==> src/rtl/sram_master_port.sv <==
// Byte-to-word bridge between a radio byte stream and a 16-bit SRAM controller
// port: packs RX bytes into writes, unpacks reads into TX bytes, one request at a time.
module sram_master_port #(
  parameter int HINT_TIMEOUT = 64
) (
  input  logic        clk,
  input  logic        rst_n,
  input  logic [7:0]  rx_byte,
  input  logic        rx_byte_wr,
  input  logic        rx_flush,
  output logic        rx_ready,
  output logic [7:0]  tx_byte,
  output logic        tx_valid,
  input  logic        tx_take,
  output logic        master_write,
  output logic        master_read,
  output logic [15:0] master_data_to_sram,
  input  logic [15:0] master_data_from_sram,
  input  logic        master_hint,
  input  logic        fifo_i_empty,
  input  logic        fifo_o_full,
  output logic        rx_overflow,
  output logic        timeout_err,
  output logic [15:0] words_written,
  output logic [15:0] words_read
);

  localparam int TW = (HINT_TIMEOUT > 1) ? $clog2(HINT_TIMEOUT) : 1;
  localparam logic [TW-1:0] TMO_LAST = TW'(HINT_TIMEOUT - 1);

  typedef enum logic [1:0] {IDLE, WR_REQ, RD_REQ} state_t;

  state_t        state_q, state_d;
  logic [TW-1:0] tmo_q, tmo_d;
  logic [15:0]   pack_q, pack_d;
  logic          half_q, half_d;
  logic          pend_q, pend_d;
  logic [15:0]   txw_q, txw_d;
  logic [1:0]    txn_q, txn_d;
  logic          ovf_q, ovf_d;
  logic          terr_q, terr_d;
  logic [15:0]   nwr_q, nwr_d;
  logic [15:0]   nrd_q, nrd_d;

  logic wr_go, rd_go, tmo_hit, wr_done, rd_done;

  // Writes win over reads; a read is only launched into an empty TX buffer.
  assign wr_go   = pend_q && !fifo_o_full;
  assign rd_go   = (txn_q == 2'd0) && !fifo_i_empty && !wr_go;
  assign tmo_hit = (tmo_q == TMO_LAST);
  assign wr_done = (state_q == WR_REQ) && master_hint;
  assign rd_done = (state_q == RD_REQ) && master_hint;

  always_ff @(posedge clk) begin
    if (!rst_n) begin
      state_q <= IDLE;
      tmo_q   <= '0;
    end else begin
      state_q <= state_d;
      tmo_q   <= tmo_d;
    end
  end

  always_comb begin
    state_d = state_q;
    case (state_q)
      IDLE: begin
        if (wr_go)      state_d = WR_REQ;
        else if (rd_go) state_d = RD_REQ;
      end
      WR_REQ, RD_REQ: begin
        if (master_hint || tmo_hit) state_d = IDLE;
      end
      default: state_d = IDLE;
    endcase
    tmo_d = (state_q != IDLE && state_d != IDLE) ? tmo_q + 1'b1 : '0;
  end

  always_comb begin
    master_write = (state_q == WR_REQ);
    master_read  = (state_q == RD_REQ);
  end

  always_comb begin
    pack_d = pack_q;
    half_d = half_q;
    pend_d = pend_q;
    ovf_d  = ovf_q;
    txw_d  = txw_q;
    txn_d  = txn_q;
    terr_d = terr_q;
    nwr_d  = nwr_q;
    nrd_d  = nrd_q;

    if (rx_byte_wr) begin
      if (pend_q) begin
        ovf_d = 1'b1;
      end else if (!half_q) begin
        pack_d = {rx_byte, 8'h00};
        half_d = 1'b1;
      end else begin
        pack_d[7:0] = rx_byte;
        half_d      = 1'b0;
        pend_d      = 1'b1;
      end
    end
    // Flush sees the result of any byte packed in the same cycle.
    if (rx_flush && half_d) begin
      pack_d[7:0] = 8'h00;
      half_d      = 1'b0;
      pend_d      = 1'b1;
    end

    if (wr_done) begin
      pend_d = 1'b0;
      nwr_d  = nwr_q + 16'd1;
    end

    if (tx_take && txn_q != 2'd0) txn_d = txn_q - 2'd1;
    if (rd_done) begin
      txw_d = master_data_from_sram;
      txn_d = 2'd2;
      nrd_d = nrd_q + 16'd1;
    end

    // A timeout leaves pend_q/txn_q untouched so IDLE simply retries.
    if (state_q != IDLE && !master_hint && tmo_hit) terr_d = 1'b1;
  end

  always_ff @(posedge clk) begin
    if (!rst_n) begin
      pack_q <= '0;
      half_q <= 1'b0;
      pend_q <= 1'b0;
      ovf_q  <= 1'b0;
      txw_q  <= '0;
      txn_q  <= 2'd0;
      terr_q <= 1'b0;
      nwr_q  <= '0;
      nrd_q  <= '0;
    end else begin
      pack_q <= pack_d;
      half_q <= half_d;
      pend_q <= pend_d;
      ovf_q  <= ovf_d;
      txw_q  <= txw_d;
      txn_q  <= txn_d;
      terr_q <= terr_d;
      nwr_q  <= nwr_d;
      nrd_q  <= nrd_d;
    end
  end

  assign rx_ready            = !pend_q;
  assign tx_valid            = (txn_q != 2'd0);
  assign tx_byte             = (txn_q == 2'd2) ? txw_q[15:8] :
                               (txn_q == 2'd1) ? txw_q[7:0]  : 8'h00;
  assign master_data_to_sram = pack_q;
  assign rx_overflow         = ovf_q;
  assign timeout_err         = terr_q;
  assign words_written       = nwr_q;
  assign words_read          = nrd_q;

endmodule

==> config.mk <==
export PLATFORM = sky130hd
export DESIGN_NAME = sram_master_port
export DESIGN_NICKNAME = d
export VERILOG_FILES = /design/src/rtl/sram_master_port.sv
export SDC_FILE = /design/constraint.sdc
export NUM_CORES = 1
export LEC_CHECK = 0
export ABC_AREA = 0
export BUFFER_PORTS_ARGS = -buffer_cell sky130_fd_sc_hd__buf_4
export CAP_MARGIN = 20
export CORE_MARGIN = 4
export CORE_UTILIZATION = 40
export CTS_CLUSTER_SIZE = 8
export DETAILED_ROUTE_END_ITERATION = 6
export HOLD_SLACK_MARGIN = 0.06
export PLACE_DENSITY = 0.75
export SLEW_MARGIN = 20
export SYNTH_ARGS = -nofsm -noshare
export SYNTH_HDL_FRONTEND = slang
export SYNTH_SLANG_ARGS = --single-unit
==> constraint.sdc <==
create_clock -name clk -period 1.65 [get_ports clk]
set_input_delay 0.33 -clock clk [delete_from_list [all_inputs] [get_ports clk]]
set_output_delay 0.33 -clock clk [all_outputs]
set_load 0.1 [all_outputs]
# Yosys cells after proc, flatten, opt, wreduce, memory -nomap -nowiden

Cells that the tools add are included.

Register bits after elaboration: 78
Input port bits: 32
Output and inout bits: 62
Word-level logic and storage cells: 72

Add/subtract/negate cells: 4
Equal/unequal tests: 5
Multiplexer cells: 16
Bitwise logic cells: 3
Reduce and logical (&&, ||, !) cells: 31

Operators by type and width:

| kind                    | count |
|---|---|
| $add A16 B1 Y16 const B | 2 |
| $mux W8                 | 3 |
| $logic_and A1 B1 Y1     | 10 |
| $mux W2                 | 5 |
| $reduce_bool A2 Y1      | 5 |
| $reduce_or A2 Y1        | 4 |
| $mux W1                 | 7 |
| $add A6 B1 Y6 const B   | 1 |
| $eq A6 B6 Y1 const B    | 1 |
| $reduce_and A2 Y1       | 3 |
| $logic_not A1 Y1        | 5 |
| $eq A2 B1 Y1 const B    | 2 |
| $eq A2 B2 Y1 const B    | 2 |
| $logic_not A2 Y1        | 2 |
| $pmux W2 S2             | 1 |
| $not A1 Y1              | 3 |
| $reduce_and A3 Y1       | 1 |
| $sub A2 B1 Y2 const B   | 1 |
| $logic_or A1 B1 Y1      | 1 |

# Longest topological paths before layout

Gate-level depths: netlist (run 1).

Depth in word-level cells: 10
Mapped depth: 7
Mapped depth without buffers: 6

# Worst setup path before layout (run 1)

OpenSTA, ideal clock, no wires.

Kind: flip-flop to output port
From: reg txn_q[0]
To: out tx_byte[5]
Data arrival time: 2.984 ns
Data required time: 1.320 ns
Slack: -1.664 ns
Stages on the path, launching flop included: 5
Path buffers: 1
Cells stage by stage: dfxtp_1 -> inv_1 -> ha_1 -> clkbuf_1 -> o21ai_0

Word-level cells in the longest chain between the ends: 3
Elaborated cells between the ends (all ways): 4
Those cells by class: 2 x eq/ne; 2 x mux

RTL lines:

| element                  | line | source |
|---|---|---|
| start: declaration       | 39   | `logic [1:0] txn_q, txn_d;` |
| start signal: assignment | 147  | `txn_q <= txn_d;` |
| $eq A2 B1 Y1             | 157  | `(txn_q == 2'd1) ? txw_q[7:0] : 8'h00;` |
| $mux W8                  | 157  |  |
| $mux W8 *                | 156  | `assign tx_byte = (txn_q == 2'd2) ? txw_q[15:8] :` |
| end: declaration         | 12   | `output logic [7:0] tx_byte,` |

Mark *: on every way between the ends. The rest lies on a longest branch, timed or not.

# Worst setup path in the final report (run 1)

From: reg txn_q[0]
To: out tx_byte[3]

The elaborated chain is that of the path after synthesis.

==> results of run 1 <==
==> how the worst max path moves through the flow <==
stage / start / endpoint / slack, ps / cells past startpoint
after floorplan: state_q[1]$_SDFF_PN0_ / words_written[12]$_SDFFE_PN0P_ / -180 / 6
after global placement: txn_q[1]$_SDFFE_PN0P_ / tx_byte[5] / 9 / 5
after detailed placement: txn_q[1]$_SDFFE_PN0P_ / tx_byte[5] / -50 / 5
after CTS: txn_q[1]$_SDFFE_PN0P_ / tx_byte[7] / -140 / 5
after global routing: txn_q[0]$_SDFFE_PP0P_ / tx_byte[1] / -200 / 6
final: txn_q[0]$_SDFFE_PP0P_ / tx_byte[3] / -140 / 5
==> per-layer routing <==
| metal | GRT usage, % | vias up | share of wire (%) |
|---|---|---|---|
| li1 | - | 1627 | - |
| met1 | 21.4 | 1535 | 41 |
| met2 | 31.1 | 78 | 53 |
| met3 | 2.57 | 17 | 4.0 |
| met4 | 7.05 | 0 | 1.9 |
| met5 | 0 | - | 0 |
==> kinds of logic after synthesis <==
logic type	count (synthesis)
adders and majority gates	11
and+or+nand+nor	190
AOI/OAI and AO/OA	70
xor gates and xnor gates	25
muxes	5
buffers and inverters	32
DFF	78
==> final cells by class <==
class	instances	area, sq um	share of cell area (%)
multi-input combinational	301	2030	39.5
sequential	78	1630	31.8
timing repair buffer	119	1050	20.5
clock buffer	11	174	3.38
tap	105	131	2.55
clock inverter	5	61.3	1.19
inverter	14	61.3	1.19
==> power by group <==
group / internal, mW / switching (mW) / total (mW)
Combinational: 0.447 / 0.789 / 1.24
Clock: 0.891 / 0.728 / 1.62
Sequential: 1.95 / 0.0697 / 2.01
Total: 3.28 / 1.59 / 4.87
==> cell usage after synthesis (2+ instances only) <==
library cell,n
nand2_1,85
dfxtp_1,78
a21oi_1,43
nand3_1,30
nor2_1,26
xnor2_1,14
inv_1,13
clkbuf_1,12
o21ai_0,12
ha_1,11
nand4_1,11
xor2_1,11
nand2b_1,7
nor3_1,7
a211oi_1,5
and3_1,5
mux2i_1,5
buf_2,4
and4_1,3
nor2b_1,3
and2_1,2
nor4_1,2
o31ai_1,2
or3_1,2
or4_1,2
==> worst register-to-register path, delay by kind of cell (launching register included) <==
family / cells / cell delay (ps)
AND/OR/NAND/NOR: 1 / 140
adder cells (fa/ha/maj): 1 / 270
AO/OA/AOI/OAI: 3 / 570
flip-flops: 1 / 370
buffers and inverters: 2 / 230
==> registers in the layout, indices dropped and copies added (netlist names) <==
signal,cells
master_data_to_sram,16
txw_q,16
words_read,16
words_written,16
tmo_q,6
state_q,2
txn_q,2
half_q,1
pend_q,1
rx_overflow,1
timeout_err,1
==> repair_timing <==
action	in CTS	in global routing
pin swaps	6	13
gates resized for setup	46	32
setup endpoints to repair	13	23
buffers inserted	4	5
==> stage by stage <==
step,util (%),instances,power (mW),setup slack (ps)
final,62.6,633,4.87,-139
after global routing,62.6,633,5.08,-200
after CTS,60.6,628,4.79,-139
after detailed placement,55.3,608,3.07,-53.3
after global placement,55.3,608,3.04,8.97
after floorplan,-,411,2.80,-183
==> results_dict.tcl, run 1 <==
set metrics [dict create \
    worstSetupPathType "reg -> out" \
    crit_chain "inv_4 > ha_4 > buf_12 > o21ai_4 > buf_12" \
    initial_core_util_pct 41.3 \
    final_area_sq_mm 0.00515 \
    synth-edff-count 0 \
    nets 566 \
    synth_ff_type "dfxtp_1" \
    avgViaCountPerCell 5.15 \
    wire_per_inst_um 14.4 \
    ctsHoldBuffers 0 \
    dpl.hpwl_um 6250 \
    netlist_instances 411 \
    cp_num_buf_inv 3 \
    port_buffers 93 \
    hold_viol 0 \
    die_x_um 100 \
    synthSimpleGateAreaFrac_pct 26.8 \
    fp.coreArea_sq_mm 0.00822 \
    core.rowCount 33 \
    cp_slowest_cell "dfxtp_4" \
    startpoint_type "flop" \
    r2r_end "tmo_q[5]$_SDFF_PN0_" \
    min_delay_path_depth 3 \
    synth.avg_cell_area_sq_um 8.25 \
    crit_fanout 6 \
    fin_crit_sh_pct 108 \
    power_density_mw_per_mm2 946 \
    grt_pass1_vias 3175 \
    root_buffer "clkbuf_8" \
    crit_required_ps 1320 \
    grt_pass1_wl_um 14500 \
    synth_xor_area_share_pct 6.46 \
    setup_tns_ps -1030 \
    hold_end "txw_q[0]$_SDFFE_PN0P_" \
    tritoncts "done" \
    yosys.area.top_type "dfxtp_1" \
    status "finished with violations" \
    synth_compound_area_share_pct 11.4 \
    max_cap_viol_count 0 \
    drt-total-wl_um 9090 \
    hold_path.class "in -> reg" \
    fin_crit_ps 1790 \
    synth_seq_cells 78 \
    worst_setup_path_end_kind "primary output" \
    yosysWarningCount 0 \
    r2r-start "state_q[1]$_SDFF_PN0_" \
    p_leak_nw 2.07 \
    finalWeightedCongestion 0.824 \
    synth_top_cells_by_area "dfxtp_1 46%, nand2_1 9.4%, a21oi_1 6.3%, nand3_1 4.4%, ha_1 4.1%" \
    layout_common_cells "104 x buf_4, 68 x nand2_1, 46 x dfxtp_1" \
    violations "setup timing" \
    holdCritStartpoint "master_data_from_sram[0]" \
    clock_latency_ps 350 \
    fin_skew_ps 11.1 \
    drc_errors 0 \
    antenna_found_initial 0 \
    synth_top_area_share_pct 46.1 \
    hold_ws_ps 221 \
    htree_levels 3 \
    setup_ws_ps -139 \
    die_y_um 100 \
    worstPathArrival_ps 1460 \
    synth_nets 454 \
    vias 3257 \
    rsz0062_at_grt "true" \
    antennaDiodeCount 0 \
    timing.final.max_slew_violations 0 \
    gr-total-overflow 0 \
    clk_pin_slew_ps 90 \
    area_growth_pct 51.8 \
    grt_max_degree 32 \
    die_area_sq_mm 0.0100 \
    clock_sinks 78 \
    syn_area_sq_mm 0.00339 \
    path_common_cell "buf_12" \
    layout-drive-gt1-share_pct 42.2 \
    numCtsBuffers 9 \
    mostFrequentLayoutCell "buf_4" \
    drt-initial-drc-count 110 \
    yosys.cell_types.count 41 \
    grt.total_usage_pct 17.6 \
    async_flop_share_pct 0 \
    placed_area_sq_mm 0.00455 \
    cp_top_family "flip-flops" \
    ant_nets 0 \
    vdd_drop_max_v 0.000537 \
    synth_fa_ha_area_share_pct 4.06 \
    synthMuxAreaShare_pct 1.48 \
    yosysSeqAreaShare_pct 46.1 \
    drt_first_pass_iters 4 \
    max_freq_mhz 559 \
    io_pins 94 \
    worst_pin_slew_ps 374 \
    rrSetupSlack_ps 10 \
    clock_path_buffers 2 \
    synth_top_family_by_area "simple AND/OR/NAND/NOR gates" \
    relSlewSlack_pct 75.0 \
    rr_worst_depth 7 \
    cp_slowest_stage_delay_ps 390 \
    nFillCells 697 \
    finalSetupViolCount 8 \
]
Note: power is estimated with default switching activity, not from simulation.
==> run 2: changes to the inputs <==
--- a/config.mk
+++ b/config.mk
@@ -10,6 +10,7 @@
 export CAP_MARGIN = 20
 export CORE_MARGIN = 4
 export CORE_UTILIZATION = 40
+export CTS_BUF_LIST = sky130_fd_sc_hd__clkbuf_2 sky130_fd_sc_hd__clkbuf_4 sky130_fd_sc_hd__clkbuf_8
 export CTS_CLUSTER_SIZE = 8
 export DETAILED_ROUTE_END_ITERATION = 6
 export HOLD_SLACK_MARGIN = 0.06
==> results_dict.tcl, run 2 (same netlist as run 1, synthesis figures left out) <==
set metrics [dict create \
    status "finished with violations" \
    violations "setup timing" \
    mostFrequentLayoutCell "buf_4" \
    crit_required_ps 1320 \
    drc_errors 0 \
    grt_pass1_wl_um 14500 \
    dpl.hpwl_um 6250 \
    cp_top_family "flip-flops" \
    finalSetupViolCount 8 \
    core.rowCount 33 \
    cp_slowest_cell "dfxtp_4" \
    startpoint_type "flop" \
    port_buffers 93 \
    path_common_cell "buf_12" \
    max_cap_viol_count 0 \
    drt-initial-drc-count 104 \
    layout-drive-gt1-share_pct 42.2 \
    htree_levels 3 \
    io_pins 94 \
    die_x_um 100 \
    fin_skew_ps 10.4 \
    layout_common_cells "104 x buf_4, 68 x nand2_1, 46 x dfxtp_1" \
    numCtsBuffers 9 \
    ant_nets 0 \
    relSlewSlack_pct 74.8 \
    crit_fanout 6 \
    nFillCells 697 \
    clock_latency_ps 340 \
    hold_end "txw_q[0]$_SDFFE_PN0P_" \
    r2r-start "state_q[1]$_SDFF_PN0_" \
    drt_first_pass_iters 5 \
    max_freq_mhz 559 \
    setup_ws_ps -140 \
    initial_core_util_pct 41.3 \
    drt-total-wl_um 9110 \
    grt.total_usage_pct 17.6 \
    power_density_mw_per_mm2 967 \
    grt_max_degree 32 \
    rr_worst_depth 7 \
    avgViaCountPerCell 5.14 \
    dp_slack_ps -53.3 \
    nets 566 \
    die_area_sq_mm 0.0100 \
    crit_chain "inv_4 > ha_4 > buf_12 > o21ai_4 > buf_12" \
    vias 3256 \
    fin_crit_sh_pct 108 \
    cp_slowest_stage_delay_ps 390 \
    stdcell_count 633 \
    vdd_drop_max_v 0.000536 \
    cp_num_buf_inv 3 \
    clk_pin_slew_ps 90 \
    finalWeightedCongestion 0.824 \
    hold_path.class "in -> reg" \
    root_buffer "clkbuf_8" \
    wire_per_inst_um 14.4 \
    timing.final.max_slew_violations 0 \
    hold_viol 0 \
    antenna_found_initial 0 \
    area_growth_pct 52.1 \
    holdCritStartpoint "master_data_from_sram[0]" \
    worstPathArrival_ps 1460 \
    rsz0062_at_grt "true" \
    placed_area_sq_mm 0.00455 \
    tritoncts "done" \
    p_leak_nw 2.08 \
    antennaDiodeCount 0 \
    placed_cells 608 \
    r2r_end "tmo_q[5]$_SDFF_PN0_" \
    final_util_pct 62.8 \
    clock_path_buffers 2 \
    worstSetupPathType "reg -> out" \
    fp.coreArea_sq_mm 0.00822 \
    fin_crit_ps 1790 \
    gr-total-overflow 0 \
    rrSetupSlack_ps 10 \
    min_delay_path_depth 3 \
    worst_pin_slew_ps 377 \
    setup_tns_ps -1040 \
    clock_sinks 78 \
    worst_setup_path_end_kind "primary output" \
    final_area_sq_mm 0.00516 \
    die_y_um 100 \
    grt_pass1_vias 3174 \
]
[run 2: worst max-delay path by stage]
stage	from	endpoint	slack, ps	cells after the start
final	txn_q[0]$_SDFFE_PP0P_	tx_byte[3]	-140	5
after global routing	txn_q[0]$_SDFFE_PP0P_	tx_byte[1]	-200	6
after CTS	txn_q[1]$_SDFFE_PN0P_	tx_byte[7]	-140	5
after detailed placement	txn_q[1]$_SDFFE_PN0P_	tx_byte[5]	-50	5
after global placement	txn_q[1]$_SDFFE_PN0P_	tx_byte[5]	9	5
after floorplan	state_q[1]$_SDFF_PN0_	words_written[12]$_SDFFE_PN0P_	-180	6
[run 2: routing by layer]
layer  part of all wire (%)  vias to the layer above  global-route usage (%)
li1                       -                     1628                       -
met1                     41                     1535                    21.5
met2                     53                       75                    31.1
met3                    3.8                       18                    2.57
met4                    1.6                        0                    7.05
met5                      0                        -                       0
[run 2: per-stage QoR]
stage / total power [mW] / hold WS [ps]
finish: 4.99 / 222
CTS: 4.91 / 208
floorplan: 2.80 / 423
global placement: 3.04 / 434
detailed placement: 3.07 / 444
global route: 5.20 / 219
[run 2: what timing repair did]
action	4_1_cts	5_1_grt
gates resized for setup	46	32
hold buffers	0	0
pin swaps	6	13
endpoints found under the setup margin	13	23
buffers inserted	4	5
[run 2: report_power, final]
| group | internal [mW] | total, mW | switching (mW) |
|---|---|---|---|
| combinational | 0.447 | 1.24 | 0.789 |
| sequential | 1.95 | 2.01 | 0.0698 |
| clock | 1.01 | 1.74 | 0.723 |
[run 2: area by class of cell]
cell class | instances | area (sq um) | area share [%]
well taps | 105 | 131 | 2.55
multi-input cells | 301 | 2030 | 39.4
inverters | 14 | 61.3 | 1.19
clock buffers | 9 | 124 | 2.40
flip-flops and latches | 78 | 1630 | 31.7
repair buffers | 119 | 1050 | 20.4
clock inverters | 7 | 121 | 2.35
[run 2: worst min-delay path, stage by stage]
cell     delay, ps
buf_4          110
nand2_1         40
a21oi_1         50
